==> config.mk <==
export PLATFORM = sky130hd
export DESIGN_NAME = automata_step_ctrl_flat
export DESIGN_NICKNAME = d
export VERILOG_FILES = /design/src/rtl/automata_step_ctrl_if.sv /design/src/rtl/automata_step_ctrl.sv /design/src/flat_wrapper.sv
export SDC_FILE = /design/constraint.sdc
export NUM_CORES = 1
export LEC_CHECK = 0
export CORE_AREA = 2 2 96 98
export CTS_BUF_LIST = sky130_fd_sc_hd__clkbuf_4 sky130_fd_sc_hd__clkbuf_8
export CTS_CLUSTER_SIZE = 40
export DETAILED_ROUTE_END_ITERATION = 8
export DIE_AREA = 0 0 98 100
export PLACE_DENSITY = 0.71
export SLEW_MARGIN = 20
export SYNTH_ARGS = -nofsm -noshare
export SYNTH_HDL_FRONTEND = slang
export SYNTH_SLANG_ARGS = --single-unit
==> constraint.sdc <==
create_clock -name clk -period 6.1 [get_ports clk]
set_input_delay 0.915 -clock clk [delete_from_list [all_inputs] [get_ports clk]]
set_output_delay 0.915 -clock clk [all_outputs]
set_load 0.02 [all_outputs]
==> src/rtl/automata_step_ctrl_if.sv <==
// Control-bus bundle between the grid sequencer and the board/cell array.
//
// Board side (into the sequencer):
//   btn_step_raw  raw step push-button, asynchronous
//   btn_run_raw   raw run/pause push-button, asynchronous
//   sw_enable     raw enable slide switch, asynchronous; 0 = hold grid in load
// Cell/display side (out of the sequencer, all registered):
//   cell_enable   broadcast enable to every cell
//   cell_rst      broadcast one-cycle synchronous restart to every cell
//   cell_step     broadcast step level, seen by each cell's edge detector
//   gen_count     generations stepped since the last load (GEN_W bits)
//   running       auto-step mode active
//   busy          sequencer is in LOAD, STEP_HI or STEP_LO
//
// The sequencer drives the bus through the master modport; the board /
// observer side uses the slave modport.
interface automata_step_ctrl_if #(
    parameter int GEN_W = 16
);
    logic             btn_step_raw;
    logic             btn_run_raw;
    logic             sw_enable;
    logic             cell_enable;
    logic             cell_rst;
    logic             cell_step;
    logic [GEN_W-1:0] gen_count;
    logic             running;
    logic             busy;

    modport master (
        input  btn_step_raw,
        input  btn_run_raw,
        input  sw_enable,
        output cell_enable,
        output cell_rst,
        output cell_step,
        output gen_count,
        output running,
        output busy
    );

    modport slave (
        output btn_step_raw,
        output btn_run_raw,
        output sw_enable,
        input  cell_enable,
        input  cell_rst,
        input  cell_step,
        input  gen_count,
        input  running,
        input  busy
    );
endinterface

==> src/rtl/automata_step_ctrl.sv <==
// Grid-level sequencer for the cellular-automaton array.
//
// Conditions the raw board inputs (2-FF synchronizers on all three, stability
// debouncers plus rising-edge request pulses on the two buttons) and drives the
// shared cell control bus: a one-cycle cell_rst at the start of every load, a
// settle period with cell_enable high and no step, then clean high/low step
// levels, either on a manual press or automatically every AUTO_PERIOD cycles
// while running. A generation counter tracks steps since the last load.
//
// Ports:
//   clk   system clock
//   rst   synchronous active-high reset
//   bus   automata_step_ctrl_if.master (raw inputs in, cell bus/status out)
module automata_step_ctrl #(
    parameter int DEBOUNCE_CYCLES = 1000000,
    parameter int AUTO_PERIOD     = 50000000,
    parameter int STEP_HOLD       = 2,
    parameter int LOAD_CYCLES     = 2,
    parameter int GEN_W           = 16
) (
    input  logic                  clk,
    input  logic                  rst,
    automata_step_ctrl_if.master  bus
);

    localparam int DB_W     = $clog2(DEBOUNCE_CYCLES + 1);
    localparam int PER_W    = $clog2(AUTO_PERIOD + 1);
    localparam int HOLD_MAX = (STEP_HOLD > LOAD_CYCLES) ? STEP_HOLD : LOAD_CYCLES;
    localparam int HOLD_W   = $clog2(HOLD_MAX + 1);

    localparam logic [DB_W-1:0]   DB_LAST   = DB_W'(DEBOUNCE_CYCLES - 1);
    localparam logic [PER_W-1:0]  PER_LAST  = PER_W'(AUTO_PERIOD - 1);
    localparam logic [HOLD_W-1:0] STEP_LAST = HOLD_W'(STEP_HOLD - 1);
    localparam logic [HOLD_W-1:0] LOAD_LAST = HOLD_W'(LOAD_CYCLES - 1);

    // ------------------------------------------------------------------
    // Input synchronizers: bit 0 = step, bit 1 = run, bit 2 = enable
    // ------------------------------------------------------------------
    logic [2:0] raw;
    logic [2:0] sync1_reg;
    logic [2:0] sync2_reg;

    assign raw = {bus.sw_enable, bus.btn_run_raw, bus.btn_step_raw};

    always_ff @(posedge clk) begin
        if (rst) begin
            sync1_reg <= '0;
            sync2_reg <= '0;
        end else begin
            sync1_reg <= raw;
            sync2_reg <= sync1_reg;
        end
    end

    // ------------------------------------------------------------------
    // Button debouncers and rising-edge request pulses (gi 0 = step, 1 = run)
    // ------------------------------------------------------------------
    logic [1:0] btn_req;

    genvar gi;
    generate
        for (gi = 0; gi < 2; gi++) begin : g_btn
            logic [DB_W-1:0] db_cnt_reg;
            logic            db_reg;
            logic            db_prev_reg;
            logic            req_reg;

            always_ff @(posedge clk) begin
                if (rst) begin
                    db_cnt_reg  <= '0;
                    db_reg      <= 1'b0;
                    db_prev_reg <= 1'b0;
                    req_reg     <= 1'b0;
                end else begin
                    // Counter only runs while the synchronized value disagrees
                    // with the debounced one; any agreeing sample restarts it.
                    if (sync2_reg[gi] == db_reg) begin
                        db_cnt_reg <= '0;
                    end else if (db_cnt_reg == DB_LAST) begin
                        db_reg     <= sync2_reg[gi];
                        db_cnt_reg <= '0;
                    end else begin
                        db_cnt_reg <= db_cnt_reg + DB_W'(1);
                    end
                    db_prev_reg <= db_reg;
                    req_reg     <= db_reg & ~db_prev_reg;
                end
            end

            assign btn_req[gi] = req_reg;
        end
    endgenerate

    logic step_req;
    logic run_req;
    logic sw_sync;

    assign step_req = btn_req[0];
    assign run_req  = btn_req[1];
    assign sw_sync  = sync2_reg[2];

    // ------------------------------------------------------------------
    // Sequencer FSM
    // ------------------------------------------------------------------
    typedef enum logic [2:0] {
        IDLE    = 3'd0,
        LOAD    = 3'd1,
        READY   = 3'd2,
        STEP_HI = 3'd3,
        STEP_LO = 3'd4
    } state_t;

    state_t             state_reg;
    logic               cell_enable_reg;
    logic               cell_rst_reg;
    logic               cell_step_reg;
    logic [GEN_W-1:0]   gen_reg;
    logic               running_reg;
    logic               busy_reg;
    logic [PER_W-1:0]   period_reg;
    logic [HOLD_W-1:0]  hold_reg;

    always_ff @(posedge clk) begin
        if (rst) begin
            state_reg       <= IDLE;
            cell_enable_reg <= 1'b0;
            cell_rst_reg    <= 1'b0;
            cell_step_reg   <= 1'b0;
            gen_reg         <= '0;
            running_reg     <= 1'b0;
            busy_reg        <= 1'b0;
            period_reg      <= '0;
            hold_reg        <= '0;
        end else begin
            cell_rst_reg <= 1'b0;

            if (state_reg != IDLE && !sw_sync) begin
                // Switch off: abandon whatever is in flight; running survives.
                state_reg       <= IDLE;
                cell_enable_reg <= 1'b0;
                cell_step_reg   <= 1'b0;
                gen_reg         <= '0;
                busy_reg        <= 1'b0;
                period_reg      <= '0;
                hold_reg        <= '0;
            end else begin
                case (state_reg)
                    IDLE: begin
                        gen_reg    <= '0;
                        period_reg <= '0;
                        if (sw_sync) begin
                            state_reg       <= LOAD;
                            cell_enable_reg <= 1'b1;
                            cell_rst_reg    <= 1'b1;
                            busy_reg        <= 1'b1;
                            hold_reg        <= '0;
                        end
                    end

                    LOAD: begin
                        if (hold_reg == LOAD_LAST) begin
                            state_reg <= READY;
                            busy_reg  <= 1'b0;
                            hold_reg  <= '0;
                        end else begin
                            hold_reg <= hold_reg + HOLD_W'(1);
                        end
                    end

                    READY: begin
                        if (running_reg) begin
                            if (period_reg == PER_LAST) begin
                                state_reg     <= STEP_HI;
                                cell_step_reg <= 1'b1;
                                gen_reg       <= gen_reg + GEN_W'(1);
                                busy_reg      <= 1'b1;
                                hold_reg      <= '0;
                                period_reg    <= '0;
                            end else begin
                                period_reg <= period_reg + PER_W'(1);
                            end
                        end else if (step_req) begin
                            state_reg     <= STEP_HI;
                            cell_step_reg <= 1'b1;
                            gen_reg       <= gen_reg + GEN_W'(1);
                            busy_reg      <= 1'b1;
                            hold_reg      <= '0;
                        end
                    end

                    STEP_HI: begin
                        if (hold_reg == STEP_LAST) begin
                            state_reg     <= STEP_LO;
                            cell_step_reg <= 1'b0;
                            hold_reg      <= '0;
                        end else begin
                            hold_reg <= hold_reg + HOLD_W'(1);
                        end
                    end

                    STEP_LO: begin
                        if (hold_reg == STEP_LAST) begin
                            state_reg <= READY;
                            busy_reg  <= 1'b0;
                            hold_reg  <= '0;
                        end else begin
                            hold_reg <= hold_reg + HOLD_W'(1);
                        end
                    end

                    default: begin
                        state_reg       <= IDLE;
                        cell_enable_reg <= 1'b0;
                        cell_step_reg   <= 1'b0;
                        busy_reg        <= 1'b0;
                    end
                endcase
            end

            // Run toggle sits last so that starting auto mode always begins a
            // fresh period. The READY branch above already used the old value,
            // so a step and a run request in the same cycle both take effect.
            if (state_reg != IDLE && run_req) begin
                running_reg <= ~running_reg;
                if (!running_reg) begin
                    period_reg <= '0;
                end
            end
        end
    end

    assign bus.cell_enable = cell_enable_reg;
    assign bus.cell_rst    = cell_rst_reg;
    assign bus.cell_step   = cell_step_reg;
    assign bus.gen_count   = gen_reg;
    assign bus.running     = running_reg;
    assign bus.busy        = busy_reg;

endmodule

==> src/flat_wrapper.sv <==
// flat-port wrapper written by rule: the top's interface ports become plain ports
module automata_step_ctrl_flat 
#(
    parameter int DEBOUNCE_CYCLES = 1000000,
    parameter int AUTO_PERIOD     = 50000000,
    parameter int STEP_HOLD       = 2,
    parameter int LOAD_CYCLES     = 2,
    parameter int GEN_W           = 16
)
  (clk, rst, bus_btn_step_raw, bus_btn_run_raw, bus_sw_enable, bus_cell_enable, bus_cell_rst, bus_cell_step, bus_gen_count, bus_running, bus_busy);
  automata_step_ctrl_if #(.GEN_W(GEN_W)) bus_i ();
  input  logic clk;
  input  logic rst;
  input wire logic [$bits(bus_i.btn_step_raw)-1:0] bus_btn_step_raw;
  input wire logic [$bits(bus_i.btn_run_raw)-1:0] bus_btn_run_raw;
  input wire logic [$bits(bus_i.sw_enable)-1:0] bus_sw_enable;
  output wire logic [$bits(bus_i.cell_enable)-1:0] bus_cell_enable;
  output wire logic [$bits(bus_i.cell_rst)-1:0] bus_cell_rst;
  output wire logic [$bits(bus_i.cell_step)-1:0] bus_cell_step;
  output wire logic [$bits(bus_i.gen_count)-1:0] bus_gen_count;
  output wire logic [$bits(bus_i.running)-1:0] bus_running;
  output wire logic [$bits(bus_i.busy)-1:0] bus_busy;
  assign bus_i.btn_step_raw = bus_btn_step_raw;
  assign bus_i.btn_run_raw = bus_btn_run_raw;
  assign bus_i.sw_enable = bus_sw_enable;
  assign bus_cell_enable = bus_i.cell_enable;
  assign bus_cell_rst = bus_i.cell_rst;
  assign bus_cell_step = bus_i.cell_step;
  assign bus_gen_count = bus_i.gen_count;
  assign bus_running = bus_i.running;
  assign bus_busy = bus_i.busy;
  automata_step_ctrl #(.DEBOUNCE_CYCLES(DEBOUNCE_CYCLES), .AUTO_PERIOD(AUTO_PERIOD), .STEP_HOLD(STEP_HOLD), .LOAD_CYCLES(LOAD_CYCLES), .GEN_W(GEN_W)) u_core (.clk(clk), .rst(rst), .bus(bus_i));
endmodule
## Word level (Yosys, flattened, before mapping)

Index checks and enable logic that the tools add are counted.

- Bits in registers: 104

- Bitwise operators: 11
- Add/sub/neg operators: 5
- Equality and inequality tests: 15
- Multiplexer cells: 32
- Reductions and logical operators: 23

Operator list:

| cell | number |
|---|---|
| 26-bit 2-to-1 mux | 5 |
| 26-bit one-hot mux with 2 select lines | 1 |
| 16-bit 2-to-1 mux | 3 |
| 20-bit by 1-bit adder with 20-bit output, second input constant | 2 |
| 20-bit == test, second input constant | 2 |
| 16-bit one-hot mux with 2 select lines | 1 |
| 26-bit by 1-bit adder with 26-bit output, second input constant | 1 |
| 26-bit == test, second input constant | 1 |
| 3-bit 2-to-1 mux | 6 |
| 16-bit by 1-bit adder with 16-bit output, second input constant | 1 |
| 3-bit OR reduction | 5 |
| 3-bit one-hot mux with 4 select lines | 1 |
| 2-bit 2-to-1 mux | 5 |
| 5-bit AND reduction | 2 |
| 1-bit inverter | 9 |
| 4-bit AND reduction | 2 |
| 3-bit by 2-bit == test with 1-bit output, second input constant | 2 |
| 1-bit 2-to-1 mux | 6 |
| 2-bit by 1-bit inequality test with 1-bit output, second input constant | 3 |
| 2-bit one-hot mux with 3 select lines | 1 |
| 2-bit AND reduction | 3 |
| 3-bit nonzero test | 2 |
| 1-bit one-hot mux with 4 select lines | 1 |
| 2-bit OR reduction | 2 |
| 16 further kinds | 19 |

## Logic depth before layout (Yosys ltp)

Gate-level depths: netlist (run 1).

- Depth after elaboration: 7
- Mapped depth: 8
- Mapped depth without buffers: 6

## Least setup slack after synthesis (run 1)

Ideal clock, no wire load.

- Kind: reg-to-reg
- From: reg u_core.running_reg, in the netlist u_core.bus.running
- To: reg u_core.gen_reg[10], in the netlist u_core.bus.gen_count[10]
- Path buffers: 2
- Data arrival time: 2.214 ns
- Period minus slack after synthesis: 2.284 ns
- Cell stages (with the launch flop): 8
- Setup time: 0.070 ns
- Path slack: 3.816 ns
- Cells stage by stage: dfxtp_1 > buf_4 > nand4_1 > or4_4 > o21a_4 > buf_6 > or4_1 > a21oi_1

- Longest elaborated chain between the ends: 2
- Elaborated cells between the ends (all ways): 5
- Those cells by class: eq/ne: 2; mux: 2; reduce/logical: 1

RTL lines:

| item | line | RTL |
|---|---|---|
| start, declared | automata_step_ctrl.sv:118 | `logic running_reg;` |
| start signal, assigned | automata_step_ctrl.sv:224 | `running_reg <= ~running_reg;` |
| 3-bit by 1-bit inequality test with 1-bit output (no line) (tied with other cells) | - |  |
| 3-bit AND reduction (no line) or 16-bit one-hot mux with 2 select lines (tied branches) | - |  |
| end signal, assigned | automata_step_ctrl.sv:175 | `gen_reg <= gen_reg + GEN_W'(1);` |
| end signal, assigned | automata_step_ctrl.sv:185 | `gen_reg <= gen_reg + GEN_W'(1);` |
| end, declared | automata_step_ctrl.sv:117 | `logic [GEN_W-1:0] gen_reg;` |

Several ways; a longest one is shown, not always the timed one.
A chain may end at the register's enable or synchronous reset.

## Final worst setup path (run 1)

- From: in rst
- To: reg u_core.gen_reg[7], in the netlist u_core.bus.gen_count[7]

- Longest elaborated chain between the ends: 1

RTL lines:

| item | line | RTL |
|---|---|---|
| start, declared | flat_wrapper.sv:13 | `input logic rst;` |
| 2-bit OR reduction (no line) | - |  |

No other way between the ends.

==> results.yml, run 1 <==
status:
  status: "completed"
drt:
  vias: 3951
  wirelength_um: 9180
  vias_per_cell: 5.69
  wl_per_cell_um: 13.2
  drtAntennaViolNets: 0
  drc: 0
  firstDrtPassIters: 4
  drt_iter0_markers: 141
global_routing:
  grt_max_degree: 32
  antenna_found_initial: 0
  grt_pass1_wl_um: 16200
  grt_usage: 0.197
  grt-ovfl-total: 0
  grt_pass1_vias: 3645
floorplanning:
  rows: 35
  dieArea_sq_mm: 0.00980
  dieHeight_um: 100
  coreArea_sq_mm: 0.00889
  ios: 26
  die_w_um: 98
  start_util: 0.534
placement:
  dp_cells: 678
  place_hpwl_um: 6260
  place_congestion: 0.841
  portBuffers: 25
  dpl_cell_area_sq_mm: 0.00505
sta:
  fmax_mhz: 367
  worst_pin_slew_ps: 824
  min_period_over_period: 0.447
  finalHoldViolations: 0
  final.setup_skew_ps: 9.04
  slew_violations: 0
  whs_ps: 392
  rsz0062_at_grt: "no"
  fin_tns_setup_ps: 0
  setup_viol_count_final: 0
  min_period_ps: 2720
  maxSlewHeadroom: 0.446
final_layout:
  stdcell_count: 694
  final_common_cell: "dfxtp_1"
  drive_gt1_frac: 0.0429
  mostFrequentLayoutCells: "dfxtp_1, nor2_1, nand2_1, nand3_1, xor2_1"
  n_antenna_cell: 0
  fillers: 790
  fin_area_sq_mm: 0.00527
  fin_util: 0.593
  area_growth_pct: 11.0
  largest_reg_flops: 40
  nets: 587
clocking:
  cts_root_buffer: "clkbuf_8"
  hold_buffers: 0
  clkTransAtPathRegs_ps: 100
  clk-insertion-delay-late_ps: 370
  clockBufferDepth: 2
  htree_levels: 3
  numCtsBuffers: 9
  postCtsResizedCells: 0
  cts_sinks: 104
  post_cts_buffers: 0
  cts_tree: "done"
synthesis:
  synthAdderAreaFrac: 0.0126
  ys_warn_count: 0
  ys_ff_latch: 104
  yosysSeqAreaShare: 0.438
  syn_inst: 563
  synth_edf_count: 0
  synth_ff_type: "dfxtp_1"
  avgSynthCellArea_sq_um: 8.44
  synth-compound-area-share: 0.103
  netlist_area_sq_mm: 0.00475
  ys_async_sr_fraction: 0
  muxShareOfSynthArea: 0.00658
  yosys.area_share.simple: 0.309
  synth_xor_area_frac: 0.101
  syn_nets: 572
  yosys.cell_types.count: 50
  synth_top_family_by_area: "simple AND/OR/NAND/NOR gates"
critical_path:
  slowest_delay_ps: 720
  crit_required_ps: 6420
  critical_path.endpoint_type: "flop"
  worst_ep_arrival_time_ps: 3040
  cpMostUsedCell: "nand2b_1"
  worstPathMaxFanout: 19
  cp-start-kind: "primary input"
  slowest_stage: "clkdlybuf4s50_1"
  crit_chain: "clkdlybuf4s50_1, nand2b_1, nand2b_1, or4_1, nand2_1"
  ff2ff_path_depth: 5
  crit_type: "primary input to flop"
power_and_ir_drop:
  ir_worst_vdd_v: 0.000119
  power_density_mw_per_mm2: 219
  p_leak_uw: 0.00160
min_path:
  hold_depth: 1
  hold_class: "flop to flop"
job:
  drv_cap: 0
[path summary, 6_finish.rpt]
path                                                              from  slack [ps]                                   end
worst max register to register         u_core.bus.running$_SDFFE_PP0P_        3460      u_core.period_reg[14]$_SDFF_PP0_
worst max-delay path                                               rst        3380  u_core.bus.gen_count[7]$_SDFFE_PP0P_
worst min register to register  u_core.g_btn[1].db_prev_reg$_SDFF_PP0_         390    u_core.g_btn[1].req_reg$_SDFF_PP0_
worst min-delay path            u_core.g_btn[1].db_prev_reg$_SDFF_PP0_         390    u_core.g_btn[1].req_reg$_SDFF_PP0_
[where the power goes]
| group | switching, uW | leakage (uW) | internal, uW |
|---|---|---|---|
| registers | 2.80 | 0.000839 | 682 |
| logic | 14.6 | 0.000660 | 9.13 |
| clock network | 249 | 0.000103 | 199 |
| total | 267 | 0.00160 | 890 |
[final cells by class]
type / instances / area [sq um] / share of cell area
clock buffer: 9 / 124 / 0.0235
clock inverter: 7 / 83.8 / 0.0159
inverter: 12 / 45.0 / 0.00854
multi-input combinational: 425 / 2540 / 0.482
sequential: 104 / 2080 / 0.395
tap: 111 / 139 / 0.0263
timing repair buffer: 26 / 258 / 0.0489
[worst max-delay path, delay by kind of cell]
kind / cells / cell delay (ps)
simple gates: 4 / 1390
buf+inv: 1 / 720
[metrics by stage]
stage / setup slack [ps] / total power, uW
floorplan: 3820 / 716
global placement: 2930 / 723
detailed placement: 2800 / 724
CTS: 3200 / 1170
global route: 3230 / 1200
finish: 3380 / 1160
[synthesized netlist by cell type (2+ instances only)]
| cell | number | area, sq um |
|---|---|---|
| xor2_1 | 32 | 280 |
| nor4_1 | 12 | 75.1 |
| inv_1 | 12 | 45.0 |
| nor3_1 | 11 | 55.1 |
| mux2i_1 | 2 | 20.0 |
| a21oi_1 | 27 | 135 |
| clkbuf_1 | 18 | 67.6 |
| nor2b_1 | 13 | 81.3 |
| a31oi_1 | 14 | 87.6 |
| dfxtp_1 | 104 | 2080 |
| nand3_1 | 34 | 170 |
| nand2b_1 | 5 | 31.3 |
| a21o_1 | 2 | 15.0 |
| and2_1 | 4 | 25.0 |
| ha_1 | 4 | 50.1 |
| o21a_1 | 2 | 15.0 |
| or3_1 | 8 | 50.1 |
| nand3b_1 | 6 | 45.0 |
| and4_1 | 4 | 35.0 |
| or4_1 | 10 | 75.1 |
| or2_2 | 2 | 12.5 |
| nand2_1 | 38 | 143 |
| o31ai_1 | 7 | 52.6 |
| o21ai_0 | 12 | 60.1 |
| nor2_1 | 86 | 323 |
| o2bb2ai_1 | 2 | 17.5 |
| nor4b_1 | 5 | 43.8 |
| o211ai_1 | 3 | 22.5 |
| and3_1 | 17 | 106 |
| xnor2_1 | 23 | 201 |
| nand4_1 | 25 | 156 |
[kinds of logic (layout without fill, tap and decap cells)]
kind of cell | after synthesis | count (layout)
AO/OA/AOI/OAI | 78 | 78
XOR/XNOR | 55 | 55
adder cells (fa/ha/maj) | 5 | 5
buffers and inverters | 34 | 54
flip-flops | 104 | 104
multiplexers | 3 | 3
AND/OR/NAND/NOR | 284 | 284
[metal layers]
layer  global-route usage  part of all wire  up-vias  wire length, um
met2                0.325              0.46       60             4200
li1                     -                 -     2034                -
met1                0.253              0.48     1844             4440
met4               0.0684             0.015        0              142
met5                    0                 0        -                0
met3               0.0529             0.043       13              392
Power figures use the tool's default switching activity.
==> run 2, diff against run 1 <==
--- a/config.mk
+++ b/config.mk
@@ -10,7 +10,7 @@
 export CTS_CLUSTER_SIZE = 40
 export DETAILED_ROUTE_END_ITERATION = 8
 export DIE_AREA = 0 0 98 100
-export PLACE_DENSITY = 0.71
+export PLACE_DENSITY = 0.74
 export SLEW_MARGIN = 20
 export SYNTH_ARGS = -nofsm -noshare
 export SYNTH_HDL_FRONTEND = slang
==> constraint.sdc (replaced) <==
create_clock -name clk -period 2.3 [get_ports clk]
set_input_delay 0.345 -clock clk [delete_from_list [all_inputs] [get_ports clk]]
set_output_delay 0.345 -clock clk [all_outputs]
set_load 0.02 [all_outputs]
==> run 2 against run 1 <==
  * Sequential power rose to 2.6 times the previous value
  * Flip-flop and latch count did not move
  * Clock power rose to 2.7 times the previous value
  * Worst hold slack got worse by 1.4 ps
  * Largest power group unchanged
  * Cell count rose by 3.2%
  * Clock skew rose by 3.6 ps
==> results.yml, run 2 (same netlist as run 1, synthesis figures left out) <==
floorplanning:
  ios: 26
  coreArea_sq_mm: 0.00889
  rows: 35
  dieArea_sq_mm: 0.00980
  dieHeight_um: 100
  start_util: 0.534
  die_w_um: 98
critical_path:
  worst_ep_arrival_time_ps: 2500
  crit_required_ps: 2610
  critical_path.endpoint_type: "flop"
  worstPathMaxFanout: 12
  cp-start-kind: "flop"
  crit_type: "flop to flop"
placement:
  portBuffers: 25
  place_congestion: 0.824
  pre_cts_slack_ps: 29.7
  place_hpwl_um: 6870
  dpl_cell_area_sq_mm: 0.00522
drt:
  drc: 0
  drt_iter0_markers: 137
  vias_per_cell: 5.65
  drtAntennaViolNets: 0
  vias: 4048
  wl_per_cell_um: 13.8
  wirelength_um: 9850
  firstDrtPassIters: 4
sta:
  rsz0062_at_grt: "no"
  fin_tns_setup_ps: 0
  final.setup_skew_ps: 12.6
  fmax_mhz: 456
  slew_violations: 0
  final.setup.worst_slack_ps: 106
  setup_viol_count_final: 0
  min_period_ps: 2190
  min_period_over_period: 0.954
  worst_pin_slew_ps: 652
  finalHoldViolations: 0
  maxSlewHeadroom: 0.562
final_layout:
  fin_area_sq_mm: 0.00545
  ff_latch_area_sq_mm: 0.00208
  fillers: 782
  fin_util: 0.613
  largest_reg_flops: 40
  n_antenna_cell: 0
  drive_gt1_frac: 0.0793
  final_common_cell: "dfxtp_1"
  mostFrequentLayoutCells: "dfxtp_1, nor2_1, nand2_1, nand3_1, xor2_1"
  multi_input_area_sq_mm: 0.00254
  area_growth_pct: 14.7
  nets: 609
power_and_ir_drop:
  p_total_uw: 3080
  p_leak_uw: 0.00171
  ir_worst_vdd_v: 0.000298
  power_density_mw_per_mm2: 565
clocking:
  clk-insertion-delay-late_ps: 370
  htree_levels: 3
  cts_root_buffer: "clkbuf_8"
  clockBufferDepth: 2
  numCtsBuffers: 9
  post_cts_buffers: 0
  clkTransAtPathRegs_ps: 110
  cts_sinks: 104
  cts_tree: "done"
global_routing:
  grt_pass1_wl_um: 16300
  grt-ovfl-total: 0
  grt_usage: 0.200
  grt_pass1_vias: 3624
  antenna_found_initial: 0
  grt_max_degree: 25
status:
  status: "completed"
min_path:
  hold_class: "flop to flop"
job:
  drv_cap: 0
run 2: cell types whose count changed in the layout (fill, tap and decap cells not counted), sizes merged:
cell      delta
buf         +21
clkinv       +2
clkinvlp     +1
inv          -3
o21a         +1
run 2: final cells by class:
| cell class | count | area share |
|---|---|---|
| Tap cell | 111 | 0.0255 |
| Clock buffer | 9 | 0.0227 |
| Clock inverter | 7 | 0.0165 |
| Inverter | 12 | 0.00826 |
| Timing Repair Buffer | 47 | 0.0785 |
| Sequential cell | 104 | 0.382 |
| Multi-Input combinational cell | 426 | 0.466 |
run 2: metal layers:
metal	share of wire	vias to the layer above	track usage
met5	0	-	0
met4	0.0067	0	0.0513
met3	0.037	5	0.0460
met2	0.49	66	0.346
met1	0.47	1907	0.253
li1	-	2070	-
run 2: timing repair:
item / 4_1_cts / 5_1_grt
setup endpoints to repair: 0 / 12
hold buffers: 0 / 0
gates resized for setup: 0 / 3
run 2: final timing paths:
kind                                                         endpoint                                    from  cells past startpoint  slack, ps
worst max register to register  u_core.bus.gen_count[12]$_SDFFE_PP0P_        u_core.period_reg[19]$_SDFF_PP0_                      5        110
worst min-delay path               u_core.g_btn[1].req_reg$_SDFF_PP0_  u_core.g_btn[1].db_prev_reg$_SDFF_PP0_                      1        390
worst max-delay path            u_core.bus.gen_count[12]$_SDFFE_PP0P_        u_core.period_reg[19]$_SDFF_PP0_                      5        110
worst min register to register     u_core.g_btn[1].req_reg$_SDFF_PP0_  u_core.g_btn[1].db_prev_reg$_SDFF_PP0_                      1        390
run 2: worst max-delay path, stage by stage, from the launching register on:
cell,delay [ps]
dfxtp_1,470
nand4_1,170
or4_4,550
o21a_4,270
or4_1,510
a21oi_1,150
run 2: through the flow:
step | cells | hold WS, ps
finish | 716 | 390
global route | 716 | 405
CTS | 715 | 399
detailed placement | 699 | 377
global placement | 699 | 372
floorplan | 563 | 367
run 2: power breakdown:
part           internal (uW)  switching, uW  leakage (uW)
Combinational           30.4           42.2      0.000772
Clock                    525            664      0.000101
Sequential              1810           6.07      0.000840
==> run 3, diff against run 2 <==
--- a/config.mk
+++ b/config.mk
@@ -5,12 +5,12 @@
 export SDC_FILE = /design/constraint.sdc
 export NUM_CORES = 1
 export LEC_CHECK = 0
-export CORE_AREA = 2 2 96 98
+export CORE_AREA = 2 2 112 114
 export CTS_BUF_LIST = sky130_fd_sc_hd__clkbuf_4 sky130_fd_sc_hd__clkbuf_8
 export CTS_CLUSTER_SIZE = 40
 export DETAILED_ROUTE_END_ITERATION = 8
-export DIE_AREA = 0 0 98 100
-export PLACE_DENSITY = 0.74
+export DIE_AREA = 0 0 114 116
+export PLACE_DENSITY = 0.57
 export SLEW_MARGIN = 20
 export SYNTH_ARGS = -nofsm -noshare
 export SYNTH_HDL_FRONTEND = slang
==> run 3 against run 2 <==
  * Die area increased by 35%
  * Clock skew fell by 1.6 ps
  * Combinational power grew 5.4%
  * Non-clock buffer count is 4 higher
  * Register-to-register slack improved by 30 ps
  * Setup slack improved by 34 ps
  * Global-route usage shrank 3.5 points
  * Via count grew 1.9%
  * Utilization down 15 points
  * Flip-flop and latch count is the same
  * Sequential share of layout area shrank 0.70 points
  * Wire length grew 7.6%
  * Critical path type unchanged
  * Largest cell class unchanged
==> results.yml, run 3 (same netlist as run 1, synthesis figures left out) <==
sta:
  fmax_mhz: 463
  final.setup.worst_slack_ps: 141
  rsz0062_at_grt: "no"
  whs_ps: 387
  finalHoldViolations: 0
  maxSlewHeadroom: 0.564
  worst_pin_slew_ps: 653
  slew_violations: 0
  fin_tns_setup_ps: 0
  final.setup_skew_ps: 11.0
  min_period_over_period: 0.939
  min_period_ps: 2160
  setup_viol_count_final: 0
drt:
  drtAntennaViolNets: 0
  vias_per_cell: 5.45
  wirelength_um: 10600
  wl_per_cell_um: 14.0
  drt_iter0_markers: 182
  drc: 0
  vias: 4123
  firstDrtPassIters: 5
clocking:
  cts_root_buffer: "clkbuf_8"
  hold_buffers: 0
  cts_tree: "done"
  numCtsBuffers: 9
  htree_levels: 3
  clk-insertion-delay-late_ps: 380
  clkTransAtPathRegs_ps: 100
  clockBufferDepth: 2
  cts_sinks: 104
floorplanning:
  coreArea_sq_mm: 0.0119
  die_w_um: 114
  dieHeight_um: 116
  start_util: 0.399
  dieArea_sq_mm: 0.0132
  rows: 40
  ios: 26
status:
  status: "completed"
critical_path:
  r2r_slack_ps: 140
  crit_type: "flop to flop"
  rr_startpoint: "u_core.period_reg[7]$_SDFF_PP0_"
  crit_required_ps: 2620
  worst_ep_arrival_time_ps: 2480
  ff2ff_path_depth: 5
  critical_path.endpoint_type: "flop"
  cp-start-kind: "flop"
  worstPathMaxFanout: 8
  crit_start: "u_core.period_reg[7]$_SDFF_PP0_"
  r2r-end: "u_core.bus.gen_count[15]$_SDFFE_PP0P_"
  crit_path_end: "u_core.bus.gen_count[15]$_SDFFE_PP0P_"
job:
  drv_cap: 0
global_routing:
  antenna_found_initial: 0
  grt_max_degree: 32
  grt_usage: 0.165
  grt_pass1_wl_um: 17800
  grt_pass1_vias: 3832
  grt-ovfl-total: 0
power_and_ir_drop:
  p_leak_uw: 0.00175
  power_density_mw_per_mm2: 557
  p_total_uw: 3090
  ir_worst_vdd_v: 0.000239
placement:
  place_congestion: 0.813
  pre_cts_slack_ps: 59.1
  place_hpwl_um: 7120
  portBuffers: 25
final_layout:
  largest_reg_flops: 40
  drive_gt1_frac: 0.0836
  mostFrequentLayoutCells: "dfxtp_1, nor2_1, nand2_1, nand3_1, xor2_1"
  n_antenna_cell: 0
  final_common_cell: "dfxtp_1"
  nets: 614
  area_growth_pct: 16.8
min_path:
  hold_class: "flop to flop"
-- run 3: cell type report --
cell class,instances,area [sq um]
fillers,1162,6360
multi-input cells,427,2550
flip-flops and latches,104,2080
repair buffers,51,483
well taps,147,184
clock buffers,12,153
clock inverters,4,53.8
inverters,12,45.0
-- run 3: timing repair --
action	4_1_cts	5_1_grt
buffers inserted	0	1
setup endpoints to repair	0	8
gates resized for setup	0	1
-- run 3: power breakdown --
part	leakage [uW]	internal (uW)	total (uW)	switching [uW]
registers	0.000840	1810	1810	6.12
logic	0.000814	32.3	76.5	44.2
clock network	0.0000996	560	1200	640
-- run 3: through the flow --
step / instance area [sq um] / utilization / cells
2_1_floorplan: 4750 / - / 563
3_3_place_gp: 5320 / 0.446 / 738
3_5_place_dp: 5320 / 0.446 / 738
4_1_cts: 5520 / 0.464 / 754
5_1_grt: 5550 / 0.466 / 757
6_report: 5550 / 0.466 / 757
-- run 3: worst min path at each step --
stage	cells after the start	startpoint	end	slack (ps)
6_report	1	u_core.g_btn[1].db_prev_reg$_SDFF_PP0_	u_core.g_btn[1].req_reg$_SDFF_PP0_	390
3_3_place_gp	1	u_core.g_btn[1].db_prev_reg$_SDFF_PP0_	u_core.g_btn[1].req_reg$_SDFF_PP0_	370
3_5_place_dp	1	u_core.g_btn[1].db_prev_reg$_SDFF_PP0_	u_core.g_btn[1].req_reg$_SDFF_PP0_	380
2_1_floorplan	1	u_core.g_btn[0].db_prev_reg$_SDFF_PP0_	u_core.g_btn[0].req_reg$_SDFF_PP0_	370
4_1_cts	1	u_core.g_btn[1].db_prev_reg$_SDFF_PP0_	u_core.g_btn[1].req_reg$_SDFF_PP0_	390
5_1_grt	1	u_core.g_btn[1].db_prev_reg$_SDFF_PP0_	u_core.g_btn[1].req_reg$_SDFF_PP0_	410
-- run 3: routing by layer --
layer,part of all wire,GRT usage,vias up
li1,-,-,2086
met1,0.48,0.216,1939
met2,0.46,0.268,80
met3,0.035,0.0298,18
met4,0.017,0.0715,0
met5,0,0,-
-- run 3: worst max-delay path, stage by stage, from the launching register on --
cell and delay [ps]:
dfxtp_1 370, nand4bb_1 220, or4_4 580, o21a_4 260
or4_1 520, a21oi_1 150
